`config.mk`:
```
export PLATFORM = sky130hd
export DESIGN_NAME = bitslip_align
export DESIGN_NICKNAME = d
export VERILOG_FILES = /design/src/rtl/bitslip_align.sv
export SDC_FILE = /design/constraint.sdc
export NUM_CORES = 1
export LEC_CHECK = 0
export ABC_AREA = 1
export CORE_UTILIZATION = 57
export DETAILED_ROUTE_END_ITERATION = 7
export GPL_ROUTABILITY_DRIVEN = 0
export PLACE_DENSITY = 0.83
export SYNTH_ARGS = -nofsm -noshare
export SYNTH_HDL_FRONTEND = slang
export SYNTH_SLANG_ARGS = --single-unit
```
`constraint.sdc`:
```
create_clock -name clk_div -period 2.1 [get_ports clk_div]
set_clock_uncertainty 0.2 [all_clocks]
set_input_delay 0.315 -clock clk_div [delete_from_list [all_inputs] [get_ports clk_div]]
set_output_delay 0.315 -clock clk_div [all_outputs]
set_load 0.02 [all_outputs]
```
`src/rtl/bitslip_align.sv`:
```
// rtl/bitslip_align.sv - per-channel barrel realigner with training FSM for deserialised ADC lanes
module bitslip_align #(
  parameter int WIDTH         = 8,
  parameter int CHANNELS      = 4,
  parameter int MATCH_COUNT   = 16,
  parameter int SETTLE_CYCLES = 3
) (
  input  logic                              clk_div,
  input  logic                              reset,
  input  logic                              ena,
  input  logic [CHANNELS*WIDTH-1:0]         data_in,
  input  logic [WIDTH-1:0]                  train_pattern,
  input  logic                              train_start,
  input  logic                              manual_mode,
  input  logic [CHANNELS*$clog2(WIDTH)-1:0] manual_count,
  output logic [CHANNELS*WIDTH-1:0]         data_out,
  output logic [CHANNELS*$clog2(WIDTH)-1:0] slip_count,
  output logic [CHANNELS-1:0]               locked,
  output logic                              train_busy,
  output logic                              train_fail
);
  localparam int SLIP_W = $clog2(WIDTH);
  localparam int MC_W   = $clog2(MATCH_COUNT + 1);
  localparam int ST_W   = $clog2(SETTLE_CYCLES + 1);

  typedef enum logic [2:0] {IDLE, SETTLE, CHECK, LOCKED, FAIL} state_t;

  logic [CHANNELS-1:0] busy_r;
  logic [CHANNELS-1:0] fail_r;

  assign train_busy = |busy_r;
  assign train_fail = |fail_r;

  for (genvar c = 0; c < CHANNELS; c++) begin : g_ch
    logic [WIDTH-1:0]  stage_one;
    logic [WIDTH-1:0]  stage_two;
    logic [WIDTH-1:0]  dout;
    logic [WIDTH-1:0]  aligned;
    logic [SLIP_W-1:0] slip;
    logic [MC_W-1:0]   match_cnt;
    logic [ST_W-1:0]   settle_cnt;
    logic              lock;
    state_t            state;

    // Low WIDTH bits of {newer, older} >> s = {stage_one[s-1:0], stage_two[WIDTH-1:s]}
    assign aligned = WIDTH'({stage_one, stage_two} >> slip);

    assign data_out[c*WIDTH +: WIDTH]    = dout;
    assign slip_count[c*SLIP_W +: SLIP_W] = slip;
    assign locked[c]                      = lock;

    always_ff @(posedge clk_div) begin
      if (reset) begin
        stage_one <= '0;
        stage_two <= '0;
        dout      <= '0;
      end else if (ena) begin
        stage_one <= data_in[c*WIDTH +: WIDTH];
        stage_two <= stage_one;
        dout      <= aligned;
      end
    end

    always_ff @(posedge clk_div) begin
      if (reset) begin
        state      <= IDLE;
        slip       <= '0;
        match_cnt  <= '0;
        settle_cnt <= '0;
        lock       <= 1'b0;
        busy_r[c]  <= 1'b0;
        fail_r[c]  <= 1'b0;
      end else if (ena) begin
        if (manual_mode) begin
          state      <= IDLE;
          slip       <= manual_count[c*SLIP_W +: SLIP_W];
          match_cnt  <= '0;
          settle_cnt <= '0;
          lock       <= 1'b0;
          busy_r[c]  <= 1'b0;
          fail_r[c]  <= 1'b0;
        end else if (train_start) begin
          state      <= SETTLE;
          slip       <= '0;
          match_cnt  <= '0;
          settle_cnt <= ST_W'(SETTLE_CYCLES);
          lock       <= 1'b0;
          busy_r[c]  <= 1'b1;
          fail_r[c]  <= 1'b0;
        end else begin
          case (state)
            SETTLE: begin
              settle_cnt <= settle_cnt - ST_W'(1);
              if (settle_cnt == ST_W'(1)) state <= CHECK;
            end
            CHECK: begin
              if (dout == train_pattern) begin
                match_cnt <= match_cnt + MC_W'(1);
                if (match_cnt == MC_W'(MATCH_COUNT - 1)) begin
                  lock      <= 1'b1;
                  state     <= LOCKED;
                  busy_r[c] <= 1'b0;
                end
              end else if (slip == SLIP_W'(WIDTH - 1)) begin
                slip      <= '0;
                state     <= FAIL;
                busy_r[c] <= 1'b0;
                fail_r[c] <= 1'b1;
              end else begin
                slip       <= slip + SLIP_W'(1);
                match_cnt  <= '0;
                settle_cnt <= ST_W'(SETTLE_CYCLES);
                state      <= SETTLE;
              end
            end
            FAIL:    lock <= 1'b0;
            default: ;
          endcase
        end
      end
    end
  end

endmodule

```
=== Word-level counts from Yosys, hierarchy flattened ===
Index checks and enable logic that the tools add are counted.

* Bits of input ports: 57
* Register bits: 160
* Word-level logic and storage cells: 322
* Output and inout port bits: 50

* Shift operators: 4
* Reduce and logical (&&, ||, !) cells: 50
* Equality and inequality tests: 64
* Add/sub/neg operators: 12
* Multiplexer cells: 152

{| class="wikitable"
|+ Operator list
! kind !! number
|-
| two-way mux 3 bit || 44
|-
| two-way mux 5 bit || 20
|-
| != test 4 bit (second input constant) || 24
|-
| AND reduction 4 bit || 20
|-
| >> shifter 16 x 3 -> 8 bit || 4
|-
| two-way mux 1 bit || 60
|-
| nonzero test 4 bit || 12
|-
| == test 8 bit || 4
|-
| two-way mux 2 bit || 16
|-
| == test 3 bit (second input constant) || 8
|-
| case mux 3 bit (2 select lines) || 4
|-
| AND reduction 3 bit || 8
|-
| nonzero test 3 bit || 8
|-
| adder 5 x 1 -> 5 bit (second input constant) || 4
|-
| == test 5 x 4 -> 1 bit (second input constant) || 4
|-
| != test 5 bit (second input constant) || 4
|-
| != test 4 x 3 -> 1 bit (second input constant) || 4
|-
| case mux 2 bit (2 select lines) || 4
|-
| adder 3 x 1 -> 3 bit (second input constant) || 4
|-
| == test 3 x 1 -> 1 bit (second input constant) || 4
|-
| == test 3 x 2 -> 1 bit (second input constant) || 4
|-
| != test 3 bit (second input constant) || 4
|-
| == test 2 x 1 -> 1 bit (second input constant) || 4
|-
| case mux 1 bit (2 select lines) || 4
|-
| 2 further kinds || 6
|}

=== Longest topological paths before layout ===
Gate-level depths: netlist (run 1).

* Depth in word-level cells: 6
* Gate-level depth with buffers: 12
* Gate-level depth less buffers: 12

=== Worst setup path after synthesis (run 1) ===
Ideal clock, no wire load.

* Kind: flip-flop to flip-flop
* Start: register g_ch[0].slip[0]
* End: register g_ch[0].dout[2]
* Required time: 1787 ps
* Stages on the path, launching flop included: 9
* Data arrival time: 1466 ps
* Period minus slack after synthesis: 1779 ps
* Buffers on the path: 2
* Setup time: 113 ps
* Setup slack: 321 ps
* Cell sequence: dfxtp_1 clkbuf_2 buf_2 mux2i_1 nand2_1 o211ai_1 o21ai_0 o21ai_1 inv_1

* Longest elaborated chain between the ends: 1

{| class="wikitable"
|+ RTL lines
! item !! RTL line !! RTL
|-
| start, declared || 39 || <nowiki>logic [SLIP_W-1:0] slip;</nowiki>
|-
| start signal, assigned || 76 || <nowiki>slip <= manual_count[c*SLIP_W +: SLIP_W];</nowiki>
|-
| start signal, assigned || 110 || <nowiki>slip <= slip + SLIP_W'(1);</nowiki>
|-
| >> shifter 16 x 3 -> 8 bit || 46 || <nowiki>assign aligned = WIDTH'({stage_one, stage_two} >> slip);</nowiki>
|-
| end signal, assigned || 60 || <nowiki>dout <= aligned;</nowiki>
|-
| end, declared || 37 || <nowiki>logic [WIDTH-1:0] dout;</nowiki>
|}

Every way passes these cells.
A chain may end at the register's enable or synchronous reset.

=== Worst setup path in the final report (run 1) ===
* Start: register g_ch[0].dout[1]
* End: output data_out[1]

{| class="wikitable"
|+ RTL lines
! item !! RTL line !! RTL
|-
| end, declared || 16 || <nowiki>output logic [CHANNELS*WIDTH-1:0] data_out,</nowiki>
|}

No word-level cell between the ends.

==> qor_table.md, run 1 <==
| Step | Metric | Reported |
|:---|:---|:---|
| outcome | Run status | finished, final reports clean |
| routing | DR pass1 iterations | 6 |
| die | Placeable core region | 15,900 um2 |
| global routing | Remaining Overflow, GRT | 0 |
| yosys | Number of synthesized register bits | 160 |
| critical path | Sum of buffers and inverters on the critical path | 1 |
| critical path | Top delay family on crit path | buffers and inverters |
| critical path | Data arrival at the endpoint of the critical path | 1.58 ns |
| critical path | Peak per-stage delay on the critical path | 0.70 ns |
| timing | Setup-failing EPs final | 0 |
| routing | DRC violations left | 0 |
| clocking | CTS H-tree depth | 4 |
| timing | Tmin final | 2.10 ns |
| finish | Most common cell after layout, fill and taps aside | nand2_1 |
| critical path | Crit path max fanout | 5 |
| place | Post-placement worst setup slack | -0.319 ns |
| clocking | Clock Sinks | 160 |
| global routing | Global-route wire length before repair | 43,700 um |
| clocking | Clock Tree Root | clkbuf_16 |
| clocking | Buffer levels on the longest clock path | 2 |
| yosys | Area of the mapped netlist | 9340 um2 |
| yosys | Synthesized-area fraction occupied by and/or/nand/nor cells | 32.4% |
| critical path | Critical Path Slowest Stage Cell | clkdlybuf4s50_1 |
| routing | Post-DRT Antenna Nets | 0 |
| power and ir drop | Static power due to leakage | 5.55 nW |
| place | HPWL after DPL | 19,300 um |
| place | I/O Buffers | 106 |
| critical path | Worst path cell trace | clkdlybuf4s50_1 |
| clocking | # hold bufs at CTS | 0 |
| yosys | Area fraction in compound gates after synthesis | 16.9% |
| global routing | Maximum number of pins on one net before global-route repair | 109 |
| die | Total die area | 16,900 um2 |
| clocking | TritonCTS clock tree | yes |
| critical path | Crit Path Category | reg -> out |
| yosys | Synth Instances | 1,490 |
| timing | FMAX | 477 MHz |
| critical path | Worst EP required | 1.58 ns |
| clocking | Clock buffers created by TritonCTS | 17 |
| yosys | Number of warnings issued by yosys | 0 |
| timing | Part of the cycle the worst path needs | 99.8% |
| yosys | Dominant combinational cell family by area after synthesis | simple AND/OR/NAND/NOR gates |
| routing | Detailed Route Iter0 Violations | 808 |
| yosys | Sequential-to-total area share from yosys stat | 34.3% |
| finish | Final net count | 1,699 |
| finish | Post-route core utilization | 73.1% |
| critical path | CP startpoint kind | flop |
| routing | Average vias per placed instance | 5.41 |
| power and ir drop | Largest vdd supply drop | 621 uV |
| critical path | FF-to-FF setup slack | 0.20 ns |
| yosys | Multiplexer share of the synthesized area | 1.93% |
| timing | Worst slew margin relative to its limit | 66.5% |
| timing | Worst Slack Setup Final | 0.00372 ns |
| die | Die X-Extent | 130 um |
| finish | Inserted Diodes | 0 |
| clocking | Worst skew pair latency | 0.44 ns |
| die | I/O Pins | 107 |
| finish | Fraction of layout instances using a drive strength above 1 | 10.0% |
| yosys | Number of nets produced by synthesis | 1,567 |
| yosys | Library cells used by synthesis | 35 |
| routing | Number of vias after detailed routing | 10,000 |
| yosys | Post-Syn Area per Cell | 6.27 um2 |
| global routing | Global Route Usage Sum | 33.0% |
| finish | Most frequent cells in the layout | nand2_1, nor2_1, inv_1 |
| yosys | Primary FF master, synth | dfxtp_1 |
| flow run | Maximum Capacitance Violations | 0 |
| timing | Final hold violation count | 0 |
| yosys | Post-synthesis adder-cell area fraction | 2.68% |
| global routing | Number of global-route vias before repair | 9,073 |
| clocking | Clk slew on worst S/H paths | 0.07 ns |
| yosys | EDFF count, synth | 0 |
| worst hold path | HP Class | in -> reg |
| critical path | Category of the worst setup path capture point | output port |
| power and ir drop | Power density of the placed cells | 725 nW/um2 |
| routing | Wirelength, routed | 26,900 um |
| finish | Area used by multi-input combinational logic | 5110 um2 |
| timing | Final slew viol count | 0 |
| yosys | Synthesized-area fraction occupied by xor and xnor cells | 0.750% |
| yosys | Fraction of registers with async set or reset after synthesis | 0% |
| die | Starting density of the core | 58.6% |
| finish | Area growth from synthesis to final layout | 24.8% |
| global routing | Antenna violations before repair | 1 |
| timing | Slew at the pin closest to its max-slew limit | 0.498 ns |
| finish | Area taken by flip-flops and latches | 3210 um2 |
| finish | Number of inserted filler cells in the final layout | 1,287 |
| die | Placement row count | 46 |
| timing | Unrepaired setup endpoints after global routing | no |
| die | DIE HEIGHT | 130 um |
| routing | Routed wire per std cell | 14.5 um |
## worst min-delay path: cells and delay by family
| family | cells | cell delay, ns |
|---|---|---|
| buffers and inverters | 2 | 0.30 |
| AO/OA/AOI/OAI | 1 | 0.13 |
## cells by family (layout without fill, tap and decap cells)
logic type                 Yosys count  in the layout
and+or+nand+nor                    741            741
AOI/OAI and AO/OA                  282            282
buffers and inverters              261            406
DFF                                160            160
adders and majority gates           20             20
muxes                               18             18
xor gates and xnor gates             8              8
## sequential cells by signal (all words and copies together), names as in the netlist
signal and flops:
g_ch.lock 4, g_ch.slip 12, busy_r 4, g_ch.match_cnt 20
g_ch.dout 32, g_ch.stage_two 32, g_ch.settle_cnt 8, g_ch.stage_one 32
fail_r 4, g_ch.state 12
## what timing repair did
item                       CTS  global route
gates resized for setup      6            19
setup endpoints to repair    5            25
buffers inserted             0             3
## final timing paths
check / start / end / depth (start not counted)
setup / recovery: g_ch[0].dout[1] / data_out[1] / 1
hold / removal: ena / g_ch[1].dout[1] / 3
setup reg to reg: g_ch[1].slip[0] / g_ch[1].slip[0] / 7
hold reg to reg: busy_r[2] / busy_r[2] / 2
## Yosys cell counts (4+ instances only)
| cell type | n | area, um2 |
|---|---|---|
| buf_2 | 12 | 60.1 |
| nor2_1 | 187 | 702 |
| nor2_2 | 4 | 25.0 |
| nand3_2 | 7 | 70.1 |
| clkbuf_1 | 42 | 158 |
| clkinv_1 | 10 | 37.5 |
| o211ai_1 | 39 | 293 |
| o21ai_0 | 115 | 576 |
| xor2_1 | 4 | 35.0 |
| inv_2 | 13 | 48.8 |
| mux2i_1 | 18 | 180 |
| dfxtp_1 | 160 | 3200 |
| a21oi_1 | 90 | 450 |
| buf_1 | 11 | 41.3 |
| nor3_1 | 8 | 40.0 |
| nand3_1 | 84 | 420 |
| nand4_1 | 14 | 87.6 |
| buf_4 | 9 | 67.6 |
| ha_1 | 20 | 250 |
| inv_1 | 160 | 601 |
| nand2_1 | 427 | 1600 |
| o31ai_1 | 4 | 30.0 |
| nand2_2 | 5 | 31.3 |
| xnor2_1 | 4 | 35.0 |
| o21ai_1 | 16 | 80.1 |
| a22o_1 | 9 | 78.8 |
| a31oi_1 | 4 | 25.0 |
## per-stage QoR
stage               TNS, ns  power [W]  cell area [um2]  hold slack, ns  std cells
detailed placement   -13.34    0.00534            11000           0.251       1816
CTS                       0    0.00845            11600           0.117       1848
floorplan                 0    0.00464             9340           0.233       1490
global route              0    0.00886            11700           0.136       1851
global placement     -11.24    0.00529            11000           0.246       1816
finish                    0    0.00846            11700           0.143       1851
## cell type report
type	count	area share, %
Timing Repair Buffer	188	15.2
Sequential cell	160	27.5
Tap cell	216	2.32
Multi-Input combinational cell	1069	43.8
Inverter	186	6.10
Clock buffer	20	3.92
Clock inverter	12	1.15
## power breakdown
group	switching, W	leakage (nW)	internal, W	total, W
clock network	0.00130	0.275	0.00182	0.00311
registers	0.000215	1.32	0.00325	0.00347
logic	0.00111	3.95	0.000765	0.00187
total	0.00262	5.55	0.00584	0.00846
## per-layer routing
| layer | vias up | track usage (%) | routed length [um] |
|---|---|---|---|
| li1 | 5031 | - | - |
| met1 | 4485 | 42.3 | 11700 |
| met2 | 421 | 52.8 | 12000 |
| met3 | 73 | 8.20 | 2230 |
| met4 | 0 | 14.3 | 864 |
| met5 | - | 0 | 0 |
No activity file was read; power rests on OpenSTA's default activity.
==> run 2, diff against run 1 <==
- ABC_AREA: 1 -> 0
==> run 2 against run 1 <==
Net effect:
- the run now ends with negative setup slack left
- first-iteration DRC count down 4.5%
- hold slack lost 0.10 ns
- final cell count is 27% lower
- combinational power shrank 20%
- clock power shrank 3%
- count of clock-buffer cells in the layout down 2
- critical path depth up 7
- global-route usage down 1.9 points
- maximum frequency shrank 4.3%
- area after synthesis down 4.6%
- core utilization is 2.0 points higher
- non-clock buffer count up 24
- critical path type is now in -> reg
- largest cell class unchanged
- largest power group unchanged
==> qor_table.md, run 2 <==
| Step | Metric | Reported | vs previous |
|:---|:---|:---|:---|
| outcome | Run status | finished with violations | was finished, final reports clean |
| outcome | Failing checks | negative setup slack |  |
| flow run | Maximum Capacitance Violations | 0 | unchanged |
| die | I/O Pins | 107 | unchanged |
| routing | Wirelength, routed | 25,700 um | was 26,900 um |
| routing | DRC violations left | 0 | unchanged |
| finish | Area taken by flip-flops and latches | 3220 um2 | was 3210 um2 |
| yosys | Top-area cell type share of the netlist area | 35.9% | was 34.3% |
| critical path | Category of the worst setup path capture point | flop | was output port |
| timing | Worst slew margin relative to its limit | 56.7% | was 66.5% |
| yosys | Number of nets produced by synthesis | 1,051 | was 1,567 |
| place | Post-placement worst setup slack | -0.531 ns | was -0.319 ns |
| critical path | FF-to-FF setup slack | -0.07 ns | was 0.20 ns |
| timing | Slew at the pin closest to its max-slew limit | 0.649 ns | was 0.498 ns |
| global routing | Remaining Overflow, GRT | 0 | unchanged |
| clocking | Clock Sinks | 160 | unchanged |
| critical path | Worst EP required | 2.25 ns | was 1.58 ns |
| finish | Number of inserted filler cells in the final layout | 995 | was 1,287 |
| yosys | Area of the mapped netlist | 8910 um2 | was 9340 um2 |
| critical path | Data arrival at the endpoint of the critical path | 2.34 ns | was 1.58 ns |
| yosys | Primary FF master, synth | dfxtp_1 | unchanged |
| global routing | Gr busiest metal | met2 | unchanged |
| critical path | Depth of the most critical reg-to-reg path | 6 | was 7 |
| global routing | Number of global-route vias before repair | 7,913 | was 9,073 |
| power and ir drop | Static power due to leakage | 4.58 nW | was 5.55 nW |
| timing | Unrepaired setup endpoints after global routing | yes | was no |
| timing | Setup-failing EPs final | 15 | was 0 |
| finish | Area used by multi-input combinational logic | 5450 um2 | was 5110 um2 |
| place | I/O Buffers | 106 | unchanged |
| die | Die X-Extent | 127 um | was 130 um |
| yosys | Most instantiated cells after synthesis | dfxtp_1, nor2_1, mux2i_1 | was nand2_1, nor2_1, dfxtp_1, inv_1, o21ai_0 |
| die | Placement row count | 45 | was 46 |
| timing | Final slew viol count | 0 | unchanged |
| finish | Fraction of layout instances using a drive strength above 1 | 19.2% | was 10.0% |
| global routing | Antenna violations before repair | 2 | was 1 |
| yosys | Cell types with the largest area share after synthesis | dfxtp_1, mux2i_1, nor2_1, mux4_2, a211oi_1 | was dfxtp_1, nand2_1, nor2_1, inv_1, o21ai_0 |
| clocking | Buffer levels on the longest clock path | 2 | unchanged |
| finish | Biggest registers after layout | g_ch.dout: 32 flops, g_ch.stage_one: 32 flops, g_ch.stage_two: 32 flops | unchanged |
| timing | Worst Slack Setup Final | -0.0913 ns | was 0.00372 ns |
| yosys | Library cells used by synthesis | 69 | was 35 |
| yosys | Most frequently used cell type in the post-synthesis netlist | dfxtp_1 | was nand2_1 |
| clocking | Clock buffers created by TritonCTS | 17 | unchanged |
| timing | Final hold violation count | 0 | unchanged |
| clocking | Clk slew on worst S/H paths | 0.06 ns | was 0.07 ns |
| finish | Area growth from synthesis to final layout | 28.6% | was 24.8% |
| power and ir drop | Largest vdd supply drop | 625 uV | was 621 uV |
| die | Placeable core region | 15,300 um2 | was 15,900 um2 |
| yosys | Number of synthesized register bits | 160 | unchanged |
| critical path | Crit path max fanout | 5 | unchanged |
| critical path | CP startpoint kind | primary input | was flop |
| timing | FMAX | 456 MHz | was 477 MHz |
| finish | Final net count | 1,207 | was 1,699 |
| yosys | EDFF count, synth | 0 | unchanged |
| routing | Detailed Route Iter0 Violations | 772 | was 808 |
| timing | Tmin final | 2.19 ns | was 2.10 ns |
| worst hold path | Critical hold path startpoint | ena | unchanged |
| yosys | Biggest area consumer among synthesized cells | dfxtp_1 | unchanged |
| critical path | Worst flop-to-flop path startpoint | g_ch[1].dout[1] | was g_ch[1].slip[0] |
| die | Total die area | 16,100 um2 | was 16,900 um2 |
| yosys | Fraction of registers with async set or reset after synthesis | 0% | unchanged |
| finish | Most frequent cells in the layout | dfxtp_1, nor2_1, mux2i_1 | was nand2_1, nor2_1, inv_1 |
| global routing | Met2 track utilization from global routing | 50.6% | was 52.8% |
| routing | Number of vias after detailed routing | 8,394 | was 10,000 |
| global routing | Global routing usage on met3 | 6.66% | was 8.20% |
| global routing | Global-route wire length before repair | 40,000 um | was 43,700 um |
| critical path | Critical register-to-register path endpoint | g_ch[1].match_cnt[4] | was g_ch[1].slip[0] |
| yosys | Sequential-to-total area share from yosys stat | 35.9% | was 34.3% |
| clocking | TritonCTS clock tree | yes | unchanged |
| global routing | Global Route Usage Sum | 31.2% | was 33.0% |
| clocking | Worst skew pair latency | 0.43 ns | was 0.44 ns |
| power and ir drop | Overall Power | 0.00784 W | was 0.00846 W |
| yosys | Number of warnings issued by yosys | 0 | unchanged |
| timing | Worst hold slack | 0.0407 ns | was 0.143 ns |
| worst hold path | Hold-critical path depth | 2 | was 3 |
| routing | DR pass1 iterations | 8 | was 6 |
| worst hold path | HP Class | in -> reg | unchanged |
| routing | Average vias per placed instance | 6.19 | was 5.41 |
| clocking | Clock Tree Root | clkbuf_16 | unchanged |
| worst hold path | Terminating pin of the worst hold path | g_ch[1].lock | was g_ch[1].dout[1] |
| critical path | Crit Path Category | in -> reg | was reg -> out |
| routing | Post-DRT Antenna Nets | 0 | unchanged |
| place | HPWL after DPL | 17,100 um | was 19,300 um |
| die | Starting density of the core | 58.4% | was 58.6% |
| global routing | GRT met1 Usage | 40.2% | was 42.3% |
| yosys | Synth Instances | 974 | was 1,490 |
| routing | Routed wire per std cell | 19.0 um | was 14.5 um |
| yosys | Post-Syn Area per Cell | 9.15 um2 | was 6.27 um2 |
| timing | Part of the cycle the worst path needs | 104% | was 99.8% |
| global routing | Maximum number of pins on one net before global-route repair | 53 | was 109 |
| die | DIE HEIGHT | 127 um | was 130 um |
| clocking | CTS H-tree depth | 4 | unchanged |
| power and ir drop | Power density of the placed cells | 684 nW/um2 | was 725 nW/um2 |
| finish | Most common cell after layout, fill and taps aside | dfxtp_1 | was nand2_1 |
==> run 2: layer usage <==
metal  wire length [um]  share of wire [%]
met5                 14              0.054
met4               1040                4.1
met3               2280                8.9
met2              12100                 47
met1              10300                 40
==> run 2: where the power goes <==
part	internal, W	switching [W]	leakage (nW)
Sequential	0.00318	0.000149	1.31
Clock	0.00168	0.00133	0.272
Combinational	0.000691	0.000809	3.00
Total	0.00555	0.00229	4.58
==> run 2: layout make-up <==
type / instances / area share [%]
multi-input cells: 717 / 47.5
flip-flops and latches: 160 / 28.1
repair buffers: 212 / 16.4
clock buffers: 18 / 3.83
well taps: 211 / 2.30
clock inverters: 14 / 1.14
inverters: 22 / 0.721
diodes: 1 / 0.0218
==> run 2: cell families (layout without fill, tap and decap cells) <==
kind of cell             Yosys count  in the layout  synth area share [%]
AO/OA/AOI/OAI                    221            221                  16.9
XOR/XNOR                          34             34                  3.34
adder cells (fa/ha/maj)           20             20                  2.81
buffers and inverters             97            266                  4.60
flip-flops                       160            160                  35.9
multiplexers                     159            159                  20.4
other                              0              1                     0
AND/OR/NAND/NOR                  283            283                  16.0
==> run 2: how the worst max path moves through the flow <==
stage	to	start	cells after the start
after floorplan	g_ch[3].dout[2]	g_ch[3].slip[0]	6
after global placement	g_ch[0].slip[0]	train_pattern[3]	6
after detailed placement	g_ch[1].match_cnt[4]	train_pattern[5]	8
after CTS	g_ch[0].slip[2]	train_pattern[0]	7
after global routing	g_ch[0].match_cnt[4]	g_ch[0].dout[5]	5
final	g_ch[1].match_cnt[4]	train_pattern[1]	8
==> run 2: critical path, stage by stage <==
cell and delay [ns]:
clkdlybuf4s50_1 0.42, buf_6 0.15, xor2_1 0.18, nor4_4 0.40
buf_4 0.22, nand2_2 0.07, or4_4 0.51, o31ai_1 0.07
==> run 2: through the flow <==
stage,util [%],instance area (um2),TNS (ns),cells
after floorplan,-,8910,0,974
after global placement,69.7,10600,-21.18,1311
after detailed placement,69.7,10600,-24.43,1311
after CTS,73.7,11200,-0.0131,1345
after global routing,75.1,11500,-1.04,1354
final,75.1,11500,-0.427,1355
==> run 2: timing repair <==
action,CTS,global route
hold buffers,1,0
pin swaps,5,15
setup buffers,1,9
resized for setup,32,40
endpoints found under the setup margin,31,35
hold endpoints to repair,1,0
